==> src/rtl/lane_map_if.sv <==
// lane_map_if -- stream bundle for lane_map_pipe.
// Build option: LANE_MAP_PARITY_EN adds m_par (per-lane even parity of m_data).
// Signals:
//   s_valid/s_ready/s_data/s_sof : input beat handshake, lane k = s_data[8k+7:8k]
//   m_valid/m_ready/m_data/m_sof : output beat handshake
//   m_par (optional)             : even parity per m_data lane
// Modports: master = environment (drives inputs, consumes outputs),
//           slave  = lane_map_pipe.
interface lane_map_if #(
  parameter int unsigned N_BYTES = 4
);
  logic                   s_valid;
  logic                   s_ready;
  logic [8*N_BYTES-1:0]   s_data;
  logic                   s_sof;
  logic                   m_valid;
  logic                   m_ready;
  logic [8*N_BYTES-1:0]   m_data;
  logic                   m_sof;
`ifdef LANE_MAP_PARITY_EN
  logic [N_BYTES-1:0]     m_par;

  modport master (
    output s_valid, s_data, s_sof, m_ready,
    input  s_ready, m_valid, m_data, m_sof, m_par
  );
  modport slave (
    input  s_valid, s_data, s_sof, m_ready,
    output s_ready, m_valid, m_data, m_sof, m_par
  );
`else
  modport master (
    output s_valid, s_data, s_sof, m_ready,
    input  s_ready, m_valid, m_data, m_sof
  );
  modport slave (
    input  s_valid, s_data, s_sof, m_ready,
    output s_ready, m_valid, m_data, m_sof
  );
`endif
endinterface

==> src/rtl/lane_map_pipe.sv <==
// lane_map_pipe -- per-lane bit/byte mapping pipeline with 2-entry buffering.
// Build option: LANE_MAP_PARITY_EN adds bus.m_par, the even parity of each
// m_data lane, registered alongside m_data.
// Ports:
//   clk, rst_n          : clock, asynchronous active-low reset
//   bus (slave)         : s_* input stream, m_* output stream
//   mode_in, mode_load  : mode request; mode_load pulse captures mode_in as pending
//   mode_cur            : active mapping mode (0 bypass, 1 interleave,
//                         2 bit reverse, 3 lane swap)
//   beat_cnt            : accepted beats in the current frame (saturating)
module lane_map_pipe #(
  parameter int unsigned N_BYTES = 4,
  parameter int unsigned CNT_W   = 16
) (
  input  logic             clk,
  input  logic             rst_n,
  lane_map_if.slave        bus,
  input  logic [1:0]       mode_in,
  input  logic             mode_load,
  output logic [1:0]       mode_cur,
  output logic [CNT_W-1:0] beat_cnt
);

  localparam int unsigned DW = 8 * N_BYTES;

  typedef enum logic [1:0] {
    EMPTY = 2'd0,
    ONE   = 2'd1,
    FULL  = 2'd2
  } state_t;

  state_t         state, state_nxt;
  logic           s_ready_q;
  logic           accept, deliver, sof_acc;
  logic           ld_out_map, ld_skid, ld_out_skid;
  logic [DW-1:0]  out_data, skid_data, mapped;
  logic           out_sof, skid_sof;
  logic [1:0]     beat_mode, pend_mode;
  logic           pend_flag;

  function automatic logic [DW-1:0] map_beat(input logic [DW-1:0] d,
                                             input logic [1:0]    m);
    logic [DW-1:0] r;
    logic [7:0]    b;
    r = '0;
    for (int unsigned k = 0; k < N_BYTES; k++) begin
      b = d[8*k +: 8];
      case (m)
        2'd0:    r[8*k +: 8] = b;
        2'd1:    r[8*k +: 8] = {b[0], b[4], b[1], b[5], b[2], b[6], b[3], b[7]};
        2'd2:    r[8*k +: 8] = {b[0], b[1], b[2], b[3], b[4], b[5], b[6], b[7]};
        default: r[8*k +: 8] = d[8*(N_BYTES-1-k) +: 8];
      endcase
    end
    return r;
  endfunction

  assign accept  = bus.s_valid & s_ready_q;
  assign deliver = (state != EMPTY) & bus.m_ready;
  assign sof_acc = accept & bus.s_sof;

  // A sof beat picks up a same-cycle mode_load first, else any pending mode.
  always_comb begin
    beat_mode = mode_cur;
    if (sof_acc) begin
      if (mode_load)
        beat_mode = mode_in;
      else if (pend_flag)
        beat_mode = pend_mode;
    end
  end

  assign mapped = map_beat(bus.s_data, beat_mode);

  // Buffer FSM: out register is the head; skid holds the second beat in FULL.
  always_comb begin
    state_nxt   = state;
    ld_out_map  = 1'b0;
    ld_skid     = 1'b0;
    ld_out_skid = 1'b0;
    case (state)
      EMPTY: begin
        if (accept) begin
          state_nxt  = ONE;
          ld_out_map = 1'b1;
        end
      end
      ONE: begin
        if (accept && deliver) begin
          ld_out_map = 1'b1;
        end else if (accept) begin
          state_nxt = FULL;
          ld_skid   = 1'b1;
        end else if (deliver) begin
          state_nxt = EMPTY;
        end
      end
      FULL: begin
        if (deliver) begin
          state_nxt   = ONE;
          ld_out_skid = 1'b1;
        end
      end
      default: state_nxt = EMPTY;
    endcase
  end

  always_ff @(posedge clk or negedge rst_n) begin
    if (!rst_n) begin
      state     <= EMPTY;
      s_ready_q <= 1'b0;
    end else begin
      state     <= state_nxt;
      s_ready_q <= (state_nxt != FULL);
    end
  end

  always_ff @(posedge clk or negedge rst_n) begin
    if (!rst_n) begin
      out_data  <= '0;
      out_sof   <= 1'b0;
      skid_data <= '0;
      skid_sof  <= 1'b0;
    end else begin
      if (ld_out_map) begin
        out_data <= mapped;
        out_sof  <= bus.s_sof;
      end else if (ld_out_skid) begin
        out_data <= skid_data;
        out_sof  <= skid_sof;
      end
      if (ld_skid) begin
        skid_data <= mapped;
        skid_sof  <= bus.s_sof;
      end
    end
  end

  // A mode_load that coincides with a pending value simply overwrites it and
  // stays pending; the idle-EMPTY apply then happens a cycle later.
  always_ff @(posedge clk or negedge rst_n) begin
    if (!rst_n) begin
      mode_cur  <= 2'd0;
      pend_mode <= 2'd0;
      pend_flag <= 1'b0;
    end else if (sof_acc) begin
      mode_cur  <= beat_mode;
      pend_flag <= 1'b0;
    end else if (mode_load) begin
      pend_mode <= mode_in;
      pend_flag <= 1'b1;
    end else if (pend_flag && (state == EMPTY) && !accept) begin
      mode_cur  <= pend_mode;
      pend_flag <= 1'b0;
    end
  end

  always_ff @(posedge clk or negedge rst_n) begin
    if (!rst_n) begin
      beat_cnt <= '0;
    end else if (sof_acc) begin
      beat_cnt <= {{(CNT_W-1){1'b0}}, 1'b1};
    end else if (accept && (beat_cnt != '1)) begin
      beat_cnt <= beat_cnt + 1'b1;
    end
  end

  assign bus.s_ready = s_ready_q;
  assign bus.m_valid = (state != EMPTY);
  assign bus.m_data  = out_data;
  assign bus.m_sof   = out_sof;

`ifdef LANE_MAP_PARITY_EN
  logic [N_BYTES-1:0] mapped_par, out_par, skid_par;

  always_comb begin
    mapped_par = '0;
    for (int unsigned k = 0; k < N_BYTES; k++)
      mapped_par[k] = ^mapped[8*k +: 8];
  end

  always_ff @(posedge clk or negedge rst_n) begin
    if (!rst_n) begin
      out_par  <= '0;
      skid_par <= '0;
    end else begin
      if (ld_out_map)
        out_par <= mapped_par;
      else if (ld_out_skid)
        out_par <= skid_par;
      if (ld_skid)
        skid_par <= mapped_par;
    end
  end

  assign bus.m_par = out_par;
`endif

endmodule

==> src/flat_wrapper.sv <==
// flat-port wrapper written by rule: the top's interface ports become plain ports
module lane_map_pipe_flat 
#(
  parameter int unsigned N_BYTES = 4,
  parameter int unsigned CNT_W   = 16
)
  (clk, rst_n, mode_in, mode_load, mode_cur, beat_cnt, bus_s_valid, bus_s_data, bus_s_sof, bus_m_ready, bus_s_ready, bus_m_valid, bus_m_data, bus_m_sof);
  lane_map_if #(.N_BYTES(N_BYTES)) bus_i ();
  input  logic clk;
  input  logic rst_n;
  input  logic [1:0] mode_in;
  input  logic mode_load;
  output logic [1:0] mode_cur;
  output logic [CNT_W-1:0] beat_cnt;
  input wire logic [$bits(bus_i.s_valid)-1:0] bus_s_valid;
  input wire logic [$bits(bus_i.s_data)-1:0] bus_s_data;
  input wire logic [$bits(bus_i.s_sof)-1:0] bus_s_sof;
  input wire logic [$bits(bus_i.m_ready)-1:0] bus_m_ready;
  output wire logic [$bits(bus_i.s_ready)-1:0] bus_s_ready;
  output wire logic [$bits(bus_i.m_valid)-1:0] bus_m_valid;
  output wire logic [$bits(bus_i.m_data)-1:0] bus_m_data;
  output wire logic [$bits(bus_i.m_sof)-1:0] bus_m_sof;
  assign bus_i.s_valid = bus_s_valid;
  assign bus_i.s_data = bus_s_data;
  assign bus_i.s_sof = bus_s_sof;
  assign bus_i.m_ready = bus_m_ready;
  assign bus_s_ready = bus_i.s_ready;
  assign bus_m_valid = bus_i.m_valid;
  assign bus_m_data = bus_i.m_data;
  assign bus_m_sof = bus_i.m_sof;
  lane_map_pipe #(.N_BYTES(N_BYTES), .CNT_W(CNT_W)) u_core (.clk(clk), .rst_n(rst_n), .bus(bus_i), .mode_in(mode_in), .mode_load(mode_load), .mode_cur(mode_cur), .beat_cnt(beat_cnt));
endmodule
==> config.mk <==
export PLATFORM = sky130hd
export DESIGN_NAME = lane_map_pipe_flat
export DESIGN_NICKNAME = d
export VERILOG_FILES = /design/src/rtl/lane_map_if.sv /design/src/rtl/lane_map_pipe.sv /design/src/flat_wrapper.sv
export SDC_FILE = /design/constraint.sdc
export NUM_CORES = 1
export LEC_CHECK = 0
export CAP_MARGIN = 15
export CORE_MARGIN = 3
export CORE_UTILIZATION = 25
export DETAILED_ROUTE_END_ITERATION = 10
export SLEW_MARGIN = 20
export SYNTH_ARGS = -nofsm -noshare
export SYNTH_HDL_FRONTEND = slang
export SYNTH_SLANG_ARGS = --single-unit
==> constraint.sdc <==
create_clock -name clk -period 3.02 [get_ports clk]
set_clock_uncertainty 0.1 [all_clocks]
set_input_delay 0.755 -clock clk [delete_from_list [all_inputs] [get_ports clk]]
set_output_delay 0.755 -clock clk [all_outputs]
set_load 0.005 [all_outputs]
==> results of run 1 <==
stage by stage:
step | utilization (%) | std cells | setup slack (ns) | power (mW)
after floorplan | - | 535 | 0.577 | 3.33
after global placement | 33.6 | 843 | 0.0506 | 4.47
after detailed placement | 33.6 | 843 | 0.0257 | 4.49
after CTS | 35.3 | 859 | 0.399 | 5.68
after global routing | 35.3 | 859 | 0.254 | 6.04
final | 35.3 | 859 | 0.382 | 5.59
cell type report:
class,count,area [sq um]
Fill cell,1812,11400
Sequential cell,90,2250
Multi-Input combinational cell,409,2180
Timing Repair Buffer,115,1180
Tap cell,225,282
Clock buffer,9,225
Clock inverter,7,76.3
Inverter,4,15.0
registers in the layout, indices dropped and copies added (netlist names):
name and flops:
u_core.bus.m_data 32, u_core.skid_data 32, u_core.beat_cnt 16, u_core.mode_cur 2
u_core.pend_mode 2, u_core.state 2, u_core.bus.m_sof 1, u_core.bus.s_ready 1
u_core.pend_flag 1, u_core.skid_sof 1
routing by layer:
metal	routed length [um]	vias to the layer above	track usage, %
li1	-	2084	-
met1	6470	1935	19.1
met2	5610	123	18.9
met3	721	16	3.34
met4	198	0	4.49
met5	0	-	0
report_power, final:
part           internal, mW  switching, mW
clock network         0.651          0.501
registers              1.67          0.308
logic                  1.24           1.22
total                  3.56           2.03
cells in the mapped netlist (all sizes together) (2+ instances only):
master,instances
a211oi,2
a21oi,31
a22oi,13
a31oi,2
a32o,25
and3,2
buf,11
clkbuf,21
dfrtp,90
inv,4
mux2,2
nand2,167
nand3,6
nand3b,2
nand4,6
nor2,27
nor2b,4
nor3,5
o21ai,70
o221ai,8
o22ai,2
or3,9
xnor2,7
xor2,7
path summary, 6_finish.rpt:
kind / cells past startpoint / slack, ns / end / startpoint
max in group asynchronous: 2 / 1.97 / u_core.bus.m_data[26]$_DFFE_PN0P_ / rst_n
min: 1 / 0.22 / u_core.beat_cnt[11]$_DFFE_PN0P_ / rst_n
max reg2reg: 7 / 0.88 / u_core.skid_data[7]$_DFFE_PN0P_ / u_core.bus.s_ready$_DFF_PN0_
min in group clk: 2 / 0.38 / u_core.skid_data[28]$_DFFE_PN0P_ / u_core.skid_data[28]$_DFFE_PN0P_
min reg2reg: 2 / 0.38 / u_core.skid_data[28]$_DFFE_PN0P_ / u_core.skid_data[28]$_DFFE_PN0P_
max: 8 / 0.38 / u_core.skid_data[7]$_DFFE_PN0P_ / mode_load
worst max-delay path, delay by kind of cell:
family / cells / cell delay, ns
AOI/OAI and AO/OA: 4 / 0.92
and+or+nand+nor: 1 / 0.22
xor gates and xnor gates: 1 / 0.19
buffers and inverters: 2 / 0.72
kinds of logic (layout without fill, tap and decap cells):
family | count (synthesis) | after routing
AO/OA/AOI/OAI | 155 | 155
XOR/XNOR | 14 | 14
adder cells (fa/ha/maj) | 1 | 1
buffers and inverters | 36 | 135
flip-flops | 90 | 90
multiplexers | 3 | 3
AND/OR/NAND/NOR | 236 | 236
==> run summary, run 1 <==
Worst hold slack - 0.224 ns
Layout cells sized above 1 - 7.73%
Area after DPL - 0.00591 sq mm
Dominant synthesized flop cell - dfrtp_1
RSZ-0062 raised after global routing - no
Yosys reg bits - 90
DRT iter0 DRCs - 281
Setup CP Type - input pin to flop
PD cells - 901 mW/mm^2
Remaining global-route overflow - 0
Worst vdd rail ir drop - 0.284 mV
Die height - 141 um
Post-synth EDFFs - 0
Leak pwr - 2.64 nW
Area Growth Syn to Fin - 35.7%
CP cell instances - clkdlybuf4s50_1 -> and2b_1 -> a32o_1 -> a211oi_4 -> buf_12 -> xnor2_2 -> o221ai_1 -> o21ai_1
Setup TNS Final - 0 ns
DRC violation count after routing - 0
Die footprint - 0.0200 sq mm
Crit path time final - 2.64 ns
Top post-synthesis cells by area - dfrtp_1 (49%), nand2_1 (14%), a32o_1 (5.5%)
Largest area contributor in the netlist - dfrtp_1
DR vias - 4158
Slowest cell on crit path - clkdlybuf4s50_1
Crit path max fanout - 21
Run status - completed
Async set-reset flop share out of synthesis - 100%
GRT Total Usage - 13.1%
Compound-Gate Fraction of Synth Area - 21.9%
Slew Limit Fails - 0
Avg Cell Area, Syn - 8.55 sq um
Commonest cells after routing, fill and taps aside - nand2_1 (165), clkdlybuf4s50_1 (91), dfrtp_1 (90), o21ai_0 (42), a21oi_1 (31)
Wirelength per Cell - 15.1 um
Mapped Nets - 576
Post-DRT Antenna Nets - 0
Mapped Area - 0.00457 sq mm
CP Capture Type - flop
Max Clock Freq - 0.379 GHz
CTS Buf Count - 9
Fin nets - 670
Post-synthesis mux area share - 0.711%
Initial core utilization - 26.0%
Period utilisation layout - 87.3%
Largest stage delay, worst path - 0.52 ns
Root Driver - clkbuf_16
Hold/Removal Path Class - input pin to asynchronous set/reset pin
First-pass GRT wire length - 20900 um
H-tree depth - 3
Die W - 141 um
Vias per inst - 4.84
Post-CTS Setup Bufs - 0
CTS clk-pin slew, worst paths - 0.07 ns
Data arrival, critical path - 2.81 ns
Post-Synth Adder-Cell Area - 0.274%
CTS resizes - 0
Final Setup Violations - 0
CTS tree - built
Vias in the first global route - 3939
Post-route cell area - 0.00621 sq mm
Synth Warn # - 0
Netlist cell types - 43
CORE AREA - 0.0176 sq mm
Synth Area in Simple Gates - 21.7%
MaxCap Viol Count - 0
# diodes - 0
First-pass iteration count of the detailed router - 5
Post-synth top area share - 49.2%
Critical Path Source Type - input pin
IO Port Bufs - 92
Clock Latency Late Sink - 0.34 ns
Synth Instances - 535
Largest net degree at the start of global routing - 66
Largest family of logic cells by synthesized area - compound AO/OA/AOI/OAI gates
Antenna violations before repair - 0
CP Data Required Time - 3.19 ns
Max_slew headroom - 64.7%
CTS Buffer Depth - 2
DRT Wirelength - 13000 um
Commonest non-fill, non-tap cell in the layout - nand2_1
XOR/XNOR share of the synthesized area - 2.84%
Final Wtd Congestion - 0.835
Rows - 48
Hold Fails Final Rpt - 0
Register area share after synthesis - 49.2%
Hold buffers post-CTS - 0
Slew @ Worst Pin - 0.530 ns
HPWL after DPL - 9260 um
Clk sink count - 90
Ports - 93
(Power assumes the default switching activity.)
==> run 2: changes to the inputs <==
Clock period 3.02 ns to 2.95 ns, I/O delays scaled along.
==> run 2 against run 1 <==
  * Core utilization is 0.19 points higher
  * Sequential share of layout area fell by 0.20 points
  * Sequential power rose by 3%
  * Worst hold slack better by 0.063 ns
  * First-iteration DRC count is 9.6% higher
  * Via count rose by 0.43%
  * Critical path type unchanged
  * Critical endpoint is now u_core.skid_data[15]$_DFFE_PN0P_
==> run summary, run 2 (synthesis gave the netlist of run 1 again) <==
Commonest cells after routing, fill and taps aside - nand2_1 (165), clkdlybuf4s50_1 (91), dfrtp_1 (90), o21ai_0 (42), a21oi_1 (31)
Largest net degree at the start of global routing - 66
Vias in the first global route - 3950
DRT iter0 DRCs - 308
Post-DRT Antenna Nets - 0
Switching Share - 36.1%
# diodes - 0
CP Data Required Time - 3.11 ns
Clock Latency Late Sink - 0.35 ns
Die height - 141 um
Slew Limit Fails - 0
Setup CP Type - input pin to flop
P_int - 3.70 mW
Fin util - 35.5%
Remaining global-route overflow - 0
Antenna violations before repair - 0
Clk pwr share - 20.8%
PD cells - 928 mW/mm^2
First-pass GRT wire length - 21300 um
Hold buffers post-CTS - 0
Sequential power share - 35.0%
CTS clk-pin slew, worst paths - 0.07 ns
Final Setup Violations - 0
DR vias - 4176
Post-route insts no fill - 862
Largest stage delay, worst path - 0.55 ns
CTS tree - built
H-tree depth - 3
Max_slew headroom - 60.8%
Cells after DPL - 846
Crit path max fanout - 19
Tot Pwr - 5.79 mW
HPWL after DPL - 9260 um
Rows - 48
Reg2Reg Setup Slack - 0.83 ns
GRT Total Usage - 13.3%
Comb pwr share - 44.3%
Die W - 141 um
Psw - 2.09 mW
CTS resizes - 0
Vias per inst - 4.84
Commonest non-fill, non-tap cell in the layout - nand2_1
Final Wtd Congestion - 0.839
DRT Wirelength - 13100 um
Initial core utilization - 26.0%
Slowest cell on crit path - clkdlybuf4s50_1
Leak pwr - 2.65 nW
Critical Path Source Type - input pin
Layout cells sized above 1 - 8.16%
Worst vdd rail ir drop - 0.319 mV
Reg2Reg Launch Point - u_core.bus.s_ready$_DFF_PN0_
CORE AREA - 0.0176 sq mm
MaxCap Viol Count - 0
CP Capture Type - flop
RSZ-0062 raised after global routing - no
CP cell instances - clkdlybuf4s50_1 -> and2b_1 -> a32o_1 -> a211oi_4 -> buf_12 -> xnor2_2 -> o221ai_1 -> o21ai_1
Wirelength per Cell - 15.2 um
Crit path time final - 2.65 ns
Fill cells - 1800
Area Growth Syn to Fin - 36.4%
Ports - 93
Clk sink count - 90
Fin nets - 673
Period utilisation layout - 89.9%
Post-route cell area - 0.00624 sq mm
Post-CTS Setup Bufs - 0
Data arrival, critical path - 2.82 ns
Root Driver - clkbuf_16
IO Port Bufs - 92
Hold Fails Final Rpt - 0
Critical path buffers and inverters - 2
Hold/Removal Path Class - input pin to asynchronous set/reset pin
Area after DPL - 0.00593 sq mm
CTS Buf Count - 9
CTS Buffer Depth - 2
FF-to-FF path depth - 7
Run status - completed
First-pass iteration count of the detailed router - 4
CP delay by family, top - compound AO/OA/AOI/OAI gates
Die footprint - 0.0200 sq mm
DRC violation count after routing - 0
Critical R2R Capture - u_core.skid_data[15]$_DFFE_PN0P_
Max Clock Freq - 0.377 GHz
Slew @ Worst Pin - 0.589 ns
run 2: power by group through the flow:
stage                     Clock, mW  Combinational (mW)  Sequential [mW]
after global placement            0                2.57             2.05
after floorplan                   0                1.41             2.00
after CTS                      1.25                2.60             2.03
after detailed placement          0                2.59             2.05
after global routing           1.30                2.88             2.10
final                          1.20                2.56             2.03
run 2: metrics by stage:
step	worst slack [ns]	TNS, ns	hold WS [ns]
2_1_floorplan	0.524	0	0.342
3_3_place_gp	-0.0299	-0.0829	0.360
3_5_place_dp	-0.0605	-0.482	0.362
4_1_cts	0.303	0	0.300
5_1_grt	0.136	0	0.324
6_report	0.297	0	0.287
run 2: metal layers:
metal	track usage, %	routed length, um	vias up
met4	3.77	142	0
met2	19.1	5630	118
li1	-	-	2087
met1	19.2	6430	1961
met5	0	0	-
met3	4.11	885	10
run 2: cell type report:
cell class	instances	area (sq um)	area share, %
multi-input cells	409	2180	34.9
clock buffers	10	239	3.83
well taps	225	282	4.51
flip-flops and latches	90	2250	36.1
inverters	4	15.0	0.241
clock inverters	6	73.8	1.18
repair buffers	118	1200	19.2
run 2: worst max path at each step:
stage	to	cells after the start	slack, ns	from
6_report	u_core.skid_data[15]$_DFFE_PN0P_	8	0.30	mode_load
5_1_grt	u_core.skid_data[4]$_DFFE_PN0P_	8	0.14	mode_load
4_1_cts	u_core.bus.m_data[20]$_DFFE_PN0P_	8	0.30	mode_load
3_5_place_dp	u_core.skid_data[15]$_DFFE_PN0P_	8	-0.06	mode_load
3_3_place_gp	u_core.bus.m_data[13]$_DFFE_PN0P_	8	-0.03	mode_load
2_1_floorplan	u_core.skid_data[0]$_DFFE_PN0P_	8	0.52	bus_s_valid
==> run 3: changes to the inputs <==
Settings changed: SKIP_CTS_REPAIR_TIMING from default to 1.
==> results of run 3 <==
No change in the layout: final DEF, timing and power equal those of run 2.
